<file path="config.mk">
export PLATFORM = sky130hd
export DESIGN_NAME = ram_port_arbiter
export DESIGN_NICKNAME = d
export VERILOG_FILES = /design/src/rtl/ram_arb_pkg.sv /design/src/rtl/ram_arb_tag_pipe.sv /design/src/rtl/ram_port_arbiter.sv
export SDC_FILE = /design/constraint.sdc
export NUM_CORES = 1
export LEC_CHECK = 0
export BUFFER_PORTS_ARGS = -buffer_cell sky130_fd_sc_hd__buf_4
export CORE_MARGIN = 3
export CORE_UTILIZATION = 43
export CTS_BUF_LIST = sky130_fd_sc_hd__clkbuf_2 sky130_fd_sc_hd__clkbuf_4 sky130_fd_sc_hd__clkbuf_8
export CTS_CLUSTER_SIZE = 28
export DETAILED_ROUTE_END_ITERATION = 7
export PLACE_DENSITY = 0.78
export SYNTH_ARGS = -nofsm -noshare
export SYNTH_HDL_FRONTEND = slang
export SYNTH_HIERARCHICAL = 1
export SYNTH_SLANG_ARGS = --single-unit
</file>
<file path="constraint.sdc">
create_clock -name clock -period 1.5 [get_ports clock]
set_clock_uncertainty 0.15 [all_clocks]
set_input_delay 0.45 -clock clock [delete_from_list [all_inputs] [get_ports clock]]
set_output_delay 0.45 -clock clock [all_outputs]
set_load 0.005 [all_outputs]
</file>
<file path="src/rtl/ram_arb_pkg.sv">
// ram_arb_pkg: shared RAM geometry and read-return tag types for the data-RAM arbiter and its clients.
package ram_arb_pkg;
    localparam int RAM_ADDR_W = 16;
    localparam int RAM_DATA_W = 16;
    typedef logic port_id_t;
    typedef struct packed {
        logic     valid;
        port_id_t port_id;
    } arb_tag_t;
endpackage

</file>
<file path="src/rtl/ram_arb_tag_pipe.sv">
// ram_arb_tag_pipe: fixed-depth shift register carrying read-return tags alongside the RAM latency.
module ram_arb_tag_pipe
    import ram_arb_pkg::*;
#(
    parameter int DEPTH = 3
) (
    input  logic     clock,
    input  logic     reset_n,
    input  arb_tag_t tag_in,
    output arb_tag_t pre_tail,
    output arb_tag_t tail
);
    arb_tag_t [DEPTH-1:0] stage;
    always_ff @(posedge clock or negedge reset_n)
        if (!reset_n) stage <= '0;
        else stage <= {stage[DEPTH-2:0], tag_in};
    // pre_tail marks the cycle q_ram is valid; tail marks the rvalid cycle
    assign pre_tail = stage[DEPTH-2];
    assign tail     = stage[DEPTH-1];
endmodule

</file>
<file path="src/rtl/ram_port_arbiter.sv">
// ram_port_arbiter: round-robin sharing of the single-port data RAM between the core (port 0, lockable) and the I/O engine (port 1).
module ram_port_arbiter
    import ram_arb_pkg::*;
#(
    parameter int ADDR_W       = RAM_ADDR_W,
    parameter int DATA_W       = RAM_DATA_W,
    parameter int READ_LATENCY = 2
) (
    input  logic              clock,
    input  logic              reset_n,
    input  logic              req0,
    input  logic              we0,
    input  logic [ADDR_W-1:0] addr0,
    input  logic [DATA_W-1:0] wdata0,
    input  logic              lock0,
    output logic              gnt0,
    output logic              rvalid0,
    output logic [DATA_W-1:0] rdata0,
    input  logic              req1,
    input  logic              we1,
    input  logic [ADDR_W-1:0] addr1,
    input  logic [DATA_W-1:0] wdata1,
    output logic              gnt1,
    output logic              rvalid1,
    output logic [DATA_W-1:0] rdata1,
    output logic [ADDR_W-1:0] address_ram,
    output logic [DATA_W-1:0] data_ram,
    output logic              wren_ram,
    input  logic [DATA_W-1:0] q_ram
);
    typedef enum logic {IDLE_RR, LOCKED} lock_state_t;
    lock_state_t state, state_next;
    port_id_t    last_grant;
    arb_tag_t    tag_in, tag_pre, tag_tail;
    logic        lock_owner, grant, grant_we;
    assign lock_owner = (state == LOCKED);
    // a tie goes to the port that did not win last
    always_comb begin
        gnt0       = lock_owner ? req0 : req0 && (!req1 || last_grant);
        gnt1       = lock_owner ? 1'b0 : req1 && (!req0 || !last_grant);
        grant      = gnt0 || gnt1;
        grant_we   = gnt1 ? we1 : we0;
        tag_in     = '{valid: grant && !grant_we, port_id: gnt1};
        state_next = lock_owner ? (lock0 ? LOCKED : IDLE_RR) : ((gnt0 && lock0) ? LOCKED : IDLE_RR);
    end
    always_ff @(posedge clock or negedge reset_n)
        if (!reset_n) begin
            state       <= IDLE_RR;
            last_grant  <= 1'b1;
            address_ram <= '0;
            data_ram    <= '0;
            wren_ram    <= 1'b0;
        end else begin
            state    <= state_next;
            wren_ram <= grant && grant_we;
            if (grant) begin
                last_grant  <= gnt1;
                address_ram <= gnt1 ? addr1 : addr0;
                data_ram    <= gnt1 ? wdata1 : wdata0;
            end
        end
    ram_arb_tag_pipe #(.DEPTH(READ_LATENCY + 1)) u_tag_pipe (
        .clock   (clock),
        .reset_n (reset_n),
        .tag_in  (tag_in),
        .pre_tail(tag_pre),
        .tail    (tag_tail)
    );
    always_ff @(posedge clock or negedge reset_n)
        if (!reset_n) begin
            rdata0 <= '0;
            rdata1 <= '0;
        end else begin
            if (tag_pre.valid && !tag_pre.port_id) rdata0 <= q_ram;
            if (tag_pre.valid && tag_pre.port_id) rdata1 <= q_ram;
        end
    assign rvalid0 = tag_tail.valid && !tag_tail.port_id;
    assign rvalid1 = tag_tail.valid && tag_tail.port_id;
endmodule

</file>
# Word level (Yosys, flattened, before mapping)
# Cells that the tools add are included.
[classes]
reduce_logical = 18
n_mux = 8
[op_table]
columns = ["cell", "n"]
rows = [
  ["two-way mux 16 bit", 2],
  ["logical AND 1 bit", 9],
  ["zero test 1 bit", 6],
  ["two-way mux 1 bit", 6],
  ["logical OR 1 bit", 3],
]
[word_totals]
inputBits = 87
word_cells = 39
out_inout_bits = 69
register_bits = 73

# Logic depth before layout (Yosys ltp)
# Gate-level depths: netlist (run 1).
[depth]
depth_word = 7
mapped_depth = 5
depth_no_buf = 3

# By module
# Netlist (run 1), hierarchy kept.
[by_module_without_submodules]
columns = ["module", "cells_per_inst", "n_inst", "seq_area_each_um2", "area_per_inst_um2"]
rows = [
  ["ram_port_arbiter", 266, 1, 1677.9, 3074.2],
  ["ram_arb_tag_pipe", 10, 1, 150.1, 180.2],
]

# Worst setup path before layout (run 1)
# No wires, ideal clock.
[synth_timing]
kind = "input to output"
start = "in req0"
end = "out gnt1"
t_required_ns = 0.900
path_buffers = 2
setup_slack_ns = -0.020
stages = 3
t_arrival_ns = 0.920
cell_sequence = "buf_6 a21oi_4 buf_4"
[synth_via]
elab_chain_cells = 4
[synth_rtl]
columns = ["element", "line_no", "rtl"]
rows = [
  ["start, declared", "ram_port_arbiter.sv:11", "input logic req0,"],
  ["zero test 1 bit", "ram_port_arbiter.sv:40", "gnt1 = lock_owner ? 1'b0 : req1 && (!req0 || !last_grant);"],
  ["logical OR 1 bit", "ram_port_arbiter.sv:40", ""],
  ["logical AND 1 bit", "ram_port_arbiter.sv:40", ""],
  ["two-way mux 1 bit", "ram_port_arbiter.sv:40", ""],
  ["end, declared", "ram_port_arbiter.sv:23", "output logic gnt1,"],
]
# No other way between the ends.

# Final worst setup path (run 1)
[layout_timing]
start = "reg state, in the netlist lock_owner"
end = "out gnt0"
[layout_via]
elab_chain_cells = 1
[layout_rtl]
columns = ["element", "line_no", "rtl"]
rows = [
  ["start, declared", "ram_port_arbiter.sv:32", "lock_state_t state, state_next;"],
  ["start signal, assigned", "ram_port_arbiter.sv:54", "state <= state_next;"],
  ["two-way mux 1 bit", "ram_port_arbiter.sv:39", "gnt0 = lock_owner ? req0 : req0 && (!req1 || last_grant);"],
  ["end, declared", "ram_port_arbiter.sv:16", "output logic gnt0,"],
]
# No other way between the ends.

==> reports/metrics.csv, run 1 <==
metric,value,unit
row_count,31,
relSlewSlack,76.3,%
clk_latency,0.34,ns
synth-seq-cells,73,
grt_use_met3,4.26,%
via_count,2870,
die_h,93.0,µm
busiest_layer,met2,
fin_crit,1.83,ns
antenna_found_initial,0,
r2r_start,lock_owner$_DFF_PN0_,
rsz0062_at_grt,true,
max_freq,546,MHz
critPathArrivalTime,1.23,ns
clock-sinks,73,
r2r_slack,0.04,ns
hold_depth,3,
via_per_inst,5.06,
holdCritStartpoint,wdata1[1],
reg2reg_depth,4,
required,0.90,ns
vdd_drop_max,0.000589,V
avgSynthCellArea,11.8,µm²
synth_top_area_cell,dfrtp_1,
finalWirelength,9600,µm
die_w,93.0,µm
drive_gt1_share,58.3,%
p_per_area,1200,mW/mm²
syn-cell-area,0.00325,mm²
syn_nets,363,
cts_buffers,9,
syn_to_final_growth,64.0,%
grt_max_degree,25,
clk_pin_slew,0.08,ns
drt_iter0_drc,104,
whs,0.181,ns
setup_ws,-0.330,ns
seq_area_frac_synth,56.2,%
end_kind,output port,
crit_chain,"nand2b_4, o21ai_2, inv_1, buf_6",
timing.rr.end,u_tag_pipe/stage[1]$_DFF_PN0_,
muxShareOfSynthArea,12.5,%
yosys.area_share.simple,11.2,%
fin_crit_sh,122,%
synth_top_area_share,55.4,%
cp_max_fo,3,
tightest_slew,0.355,ns
hp-class,in2reg,
synth_xor_area_share,0,%
worstSetupPathType,reg2out,
netlist_instances,276,
ys_types,25,
synthTopCellsByArea,"dfrtp_1, o221ai_1, mux2_2",
io_pins,156,
cts-root-buf,clkbuf_8,
synth-compound-area-share,10.2,%
cts_max_level,3,
synth_warnings,6,
synth_top_family_by_area,multiplexers,
diodes,0,
core_area,0.00729,mm²
grt_util_met1,26.4,%
leakagePower,2.64,nW
synth_fa_ha_area_share,0,%
preCtsSetupSlack,-0.121,ns
critPathSlowestCell,dfrtp_1,
cts_tree,done,
grt_overflow,0,
first_global_vias,2847,
fill_cells,524,
cap_violations,0,
violations,negative setup slack,
startpoint_type,flop,
startpoint,lock_owner$_DFF_PN0_,
hold_viol,0,
setup_viol,4,
route.detailed.drc,0,
dieArea,0.00865,mm²
ctsLongestPathBuffers,2,
whs_endpoint,data_ram[1]$_DFFE_PN0P_,
status,"finished, violations left",
drtPass1Iterations,4,
fin_nets,550,
critPathMaxStageDelay,0.41,ns
globalRouteTotalUtil,21.0,%
wl_per_cell,16.9,µm
dp_hpwl,6230,µm
antenna_left,0,
portBuffers,155,
gp_congestion,0.750,
start_util,44.6,%
layout_common_cells,"buf_4, dfrtp_1, inv_1, nand3_1, nand2_1",
grt_pass1_wl,14000,µm
met2_usage,35.6,%
drv_slew,0,
final_common_cell,buf_4,
cells by family (layout without fill, tap and decap cells):
group,Yosys count,after routing
AND/OR/NAND/NOR,74,79
flip-flops,73,73
buffers and inverters,59,246
AO/OA/AOI/OAI,37,37
multiplexers,33,33
critical path, delay by kind of cell, from the launching register on:
family	cells	cell delay, ns
AO/OA/AOI/OAI	1	0.12
flip-flops	1	0.41
AND/OR/NAND/NOR	1	0.18
buffers and inverters	2	0.18
state kept, by name, indices dropped and copies added, names as in the netlist:
register and cells:
address_ram 16, data_ram 16, rdata0 16, rdata1 16
u_tag_pipe/pre_tail 2, u_tag_pipe/stage 2, u_tag_pipe/tail 2, last_grant 1
lock_owner 1, wren_ram 1
synth_stat cells (all sizes together):
cell type   n
dfstp       1
a21boi      2
nand2      34
buf        22
dfrtp      72
clkbuf      3
inv        34
and2        1
nand2b      2
a21oi       1
nor2b       3
mux2       32
o221ai     32
a21bo       1
o21ai       1
and3        1
nand3      33
mux2i       1
how the worst max path moves through the flow:
stage / depth (start not counted) / endpoint / slack [ns]
2_1_floorplan: 3 / gnt1 / -0.001
3_3_place_gp: 5 / gnt0 / -0.09
3_5_place_dp: 5 / gnt0 / -0.12
4_1_cts: 4 / gnt0 / -0.35
5_1_grt: 4 / gnt0 / -0.40
6_report: 4 / gnt0 / -0.33
per-layer routing:
metal / up-vias / wire length [µm]
met5: - / 0
met4: 0 / 180
met3: 14 / 747
met2: 129 / 4920
met1: 1393 / 3750
li1: 1334 / -
power by group:
part / total (W) / switching, W / internal (W)
logic: 0.00203 / 0.000714 / 0.00132
clock network: 0.00171 / 0.000716 / 0.000998
registers: 0.00263 / 0.000261 / 0.00237
stage by stage:
stage	util, %	instance area [µm²]	total power [W]	setup TNS (ns)	std cells
floorplan	-	3260	0.00331	-0.00118	276
global placement	62.7	4570	0.00426	-0.451	523
detailed placement	62.7	4570	0.00432	-1.29	523
CTS	67.9	4950	0.00614	-0.848	545
global route	73.2	5340	0.00672	-1.15	567
finish	73.2	5340	0.00638	-0.772	567
cell type report:
type,instances,area (µm²),share of cell area (%)
Clock buffer,11,145,2.72
Clock inverter,5,78.8,1.48
Tap cell,99,124,2.32
Timing Repair Buffer,196,1760,33.0
Inverter,34,128,2.39
Sequential cell,73,1830,34.3
Multi-Input combinational cell,149,1270,23.8
timing repair:
| action | 4_1_cts | 5_1_grt |
|---|---|---|
| hold buffers | 1 | 0 |
| hold endpoints to repair | 21 | 0 |
| pin swaps | 1 | 0 |
| gates resized for setup | 19 | 44 |
| cloned | 3 | 5 |
| setup buffers | 3 | 19 |
| endpoints found under the setup margin | 13 | 63 |
Power figures use the tool's default switching activity.
==> inputs of run 2 (changes only) <==
--- a/config.mk
+++ b/config.mk
@@ -11,6 +11,7 @@
 export CTS_BUF_LIST = sky130_fd_sc_hd__clkbuf_2 sky130_fd_sc_hd__clkbuf_4 sky130_fd_sc_hd__clkbuf_8
 export CTS_CLUSTER_SIZE = 28
 export DETAILED_ROUTE_END_ITERATION = 7
+export MAX_ROUTING_LAYER = met4
 export PLACE_DENSITY = 0.78
 export SYNTH_ARGS = -nofsm -noshare
 export SYNTH_HDL_FRONTEND = slang
==> run 2 against run 1 <==
The run still ends with negative setup slack left. Maximum frequency hardly changed. Count of clock-buffer cells in the layout stayed put. Flip-flop and latch count stayed put. Final area is 0.14% higher. Setup slack better by 0.0015 ns. Sequential power hardly changed. Clock power hardly changed. Core utilization is 0.10 points higher. Sequential share of layout area hardly changed. Hold slack better by 0.00069 ns. Wire length is 0.71% higher.
==> reports/metrics.csv, run 2 (synthesis gave the netlist of run 1 again) <==
metric,value,unit
grt_overflow,0,
p_per_area,1200,mW/mm²
fin_area,0.00534,mm²
syn_to_final_growth,64.2,%
fin_crit,1.83,ns
row_count,31,
clk_pin_slew,0.08,ns
route.detailed.drc,0,
p_sw,0.00170,W
finalWirelength,9670,µm
diodes,0,
vdd_drop_max,0.000589,V
comb_power_share,32.0,%
fin_crit_sh,122,%
fill_cells,524,
fin_nets,550,
die_w,93.0,µm
dieArea,0.00865,mm²
relSlewSlack,76.1,%
hold_viol,0,
violations,negative setup slack,
whs,0.181,ns
setup_ws,-0.329,ns
required,0.90,ns
gp_congestion,0.759,
wl_per_cell,17.1,µm
globalRouteTotalUtil,21.7,%
status,"finished, violations left",
dp.cells,523,
ctsLongestPathBuffers,2,
tns,-0.767,ns
finalNonFillerCells,567,
design_power_total,0.00640,W
die_h,93.0,µm
grt_max_degree,25,
r2r_slack,0.04,ns
antenna_found_initial,0,
antenna_left,0,
critPathArrivalTime,1.23,ns
cts_tree,done,
layout_common_cells,"buf_4, dfrtp_1, inv_1, nand3_1, buf_6",
clock-sinks,73,
io_pins,156,
cts_max_level,3,
via_count,2873,
max_freq,547,MHz
drv_slew,0,
cts_buffers,9,
dp_hpwl,6230,µm
clk_latency,0.34,ns
leakagePower,2.64,nW
setup_viol,4,
hp-class,in2reg,
rsz0062_at_grt,true,
drive_gt1_share,58.3,%
cap_violations,0,
portBuffers,155,
first_global_vias,2843,
drtPass1Iterations,4,
internal-power,0.00470,W
power_frac_seq,41.2,%
start_util,44.6,%
cp_max_fo,3,
final_common_cell,buf_4,
swShare,26.5,%
startpoint_type,flop,
drt_iter0_drc,106,
post_dp_cell_area,0.00457,mm²
p_clk_share,26.8,%
core_area,0.00729,mm²
worstSetupPathType,reg2out,
end_kind,output port,
via_per_inst,5.07,
tightest_slew,0.358,ns
cts-root-buf,clkbuf_8,
grt_pass1_wl,14000,µm
[run 2: cell count changes in the layout (fill, tap and decap cells not counted)]
| cell | before | now |
|---|---|---|
| buf_4 | 151 | 149 |
| buf_6 | 31 | 33 |
[run 2: path summary, 6_finish.rpt]
path,end,from,cells past startpoint
worst max-delay path,gnt0,lock_owner$_DFF_PN0_,4
worst min-delay path,data_ram[1]$_DFFE_PN0P_,wdata1[1],3
worst max register to register,u_tag_pipe/stage[1]$_DFF_PN0_,lock_owner$_DFF_PN0_,4
worst min register to register,u_tag_pipe/pre_tail[1]$_DFF_PN0_,u_tag_pipe/stage[1]$_DFF_PN0_,0
max in group asynchronous,last_grant$_DFFE_PN1P_,reset_n,3
min in group asynchronous,rdata1[8]$_DFFE_PN0P_,reset_n,2
[run 2: area by class of cell]
class	instances	area, µm²	area share (%)
sequential	73	1830	34.2
clock inverter	5	78.8	1.48
clock buffer	11	145	2.72
multi-input combinational	149	1270	23.8
inverter	34	128	2.39
tap	99	124	2.32
timing repair buffer	196	1770	33.1
[run 2: per-layer routing]
layer | wire, µm | track usage [%] | part of all wire (%) | vias up
met1 | 3990 | 27.3 | 41 | 1394
met5 | 0 | - | 0 | -
li1 | - | - | - | 1336
met2 | 4950 | 35.4 | 51 | 122
met4 | 185 | 8.55 | 1.9 | 0
met3 | 545 | 3.38 | 5.6 | 21
[run 2: power groups by stage]
| stage | logic, W | clock network (W) | registers (W) |
|---|---|---|---|
| floorplan | 0.000671 | 0 | 0.00264 |
| global placement | 0.00163 | 0 | 0.00262 |
| detailed placement | 0.00167 | 0 | 0.00265 |
| CTS | 0.00177 | 0.00175 | 0.00261 |
| global route | 0.00221 | 0.00185 | 0.00268 |
| finish | 0.00205 | 0.00172 | 0.00264 |
[run 2: what timing repair did]
action                                 in CTS  in global routing
gates resized for setup                    19                 46
hold buffers                                1                  0
pin swaps                                   1                  0
endpoints found under the hold margin      21                  0
cloned                                      3                  5
setup endpoints to repair                  13                 65
buffers inserted                            3                 19
[run 2: critical path: stages (launching register included)]
cell	delay (ns)
dfrtp_1	0.41
nand2b_4	0.17
o21ai_2	0.12
inv_1	0.07
buf_6	0.11
[run 2: metrics by stage]
stage                     setup slack (ns)  util (%)
after global routing                -0.404      73.3
after detailed placement            -0.121      62.7
final                               -0.329      73.3
after CTS                           -0.351      67.9
after global placement             -0.0874      62.7
after floorplan                   -0.00118         -
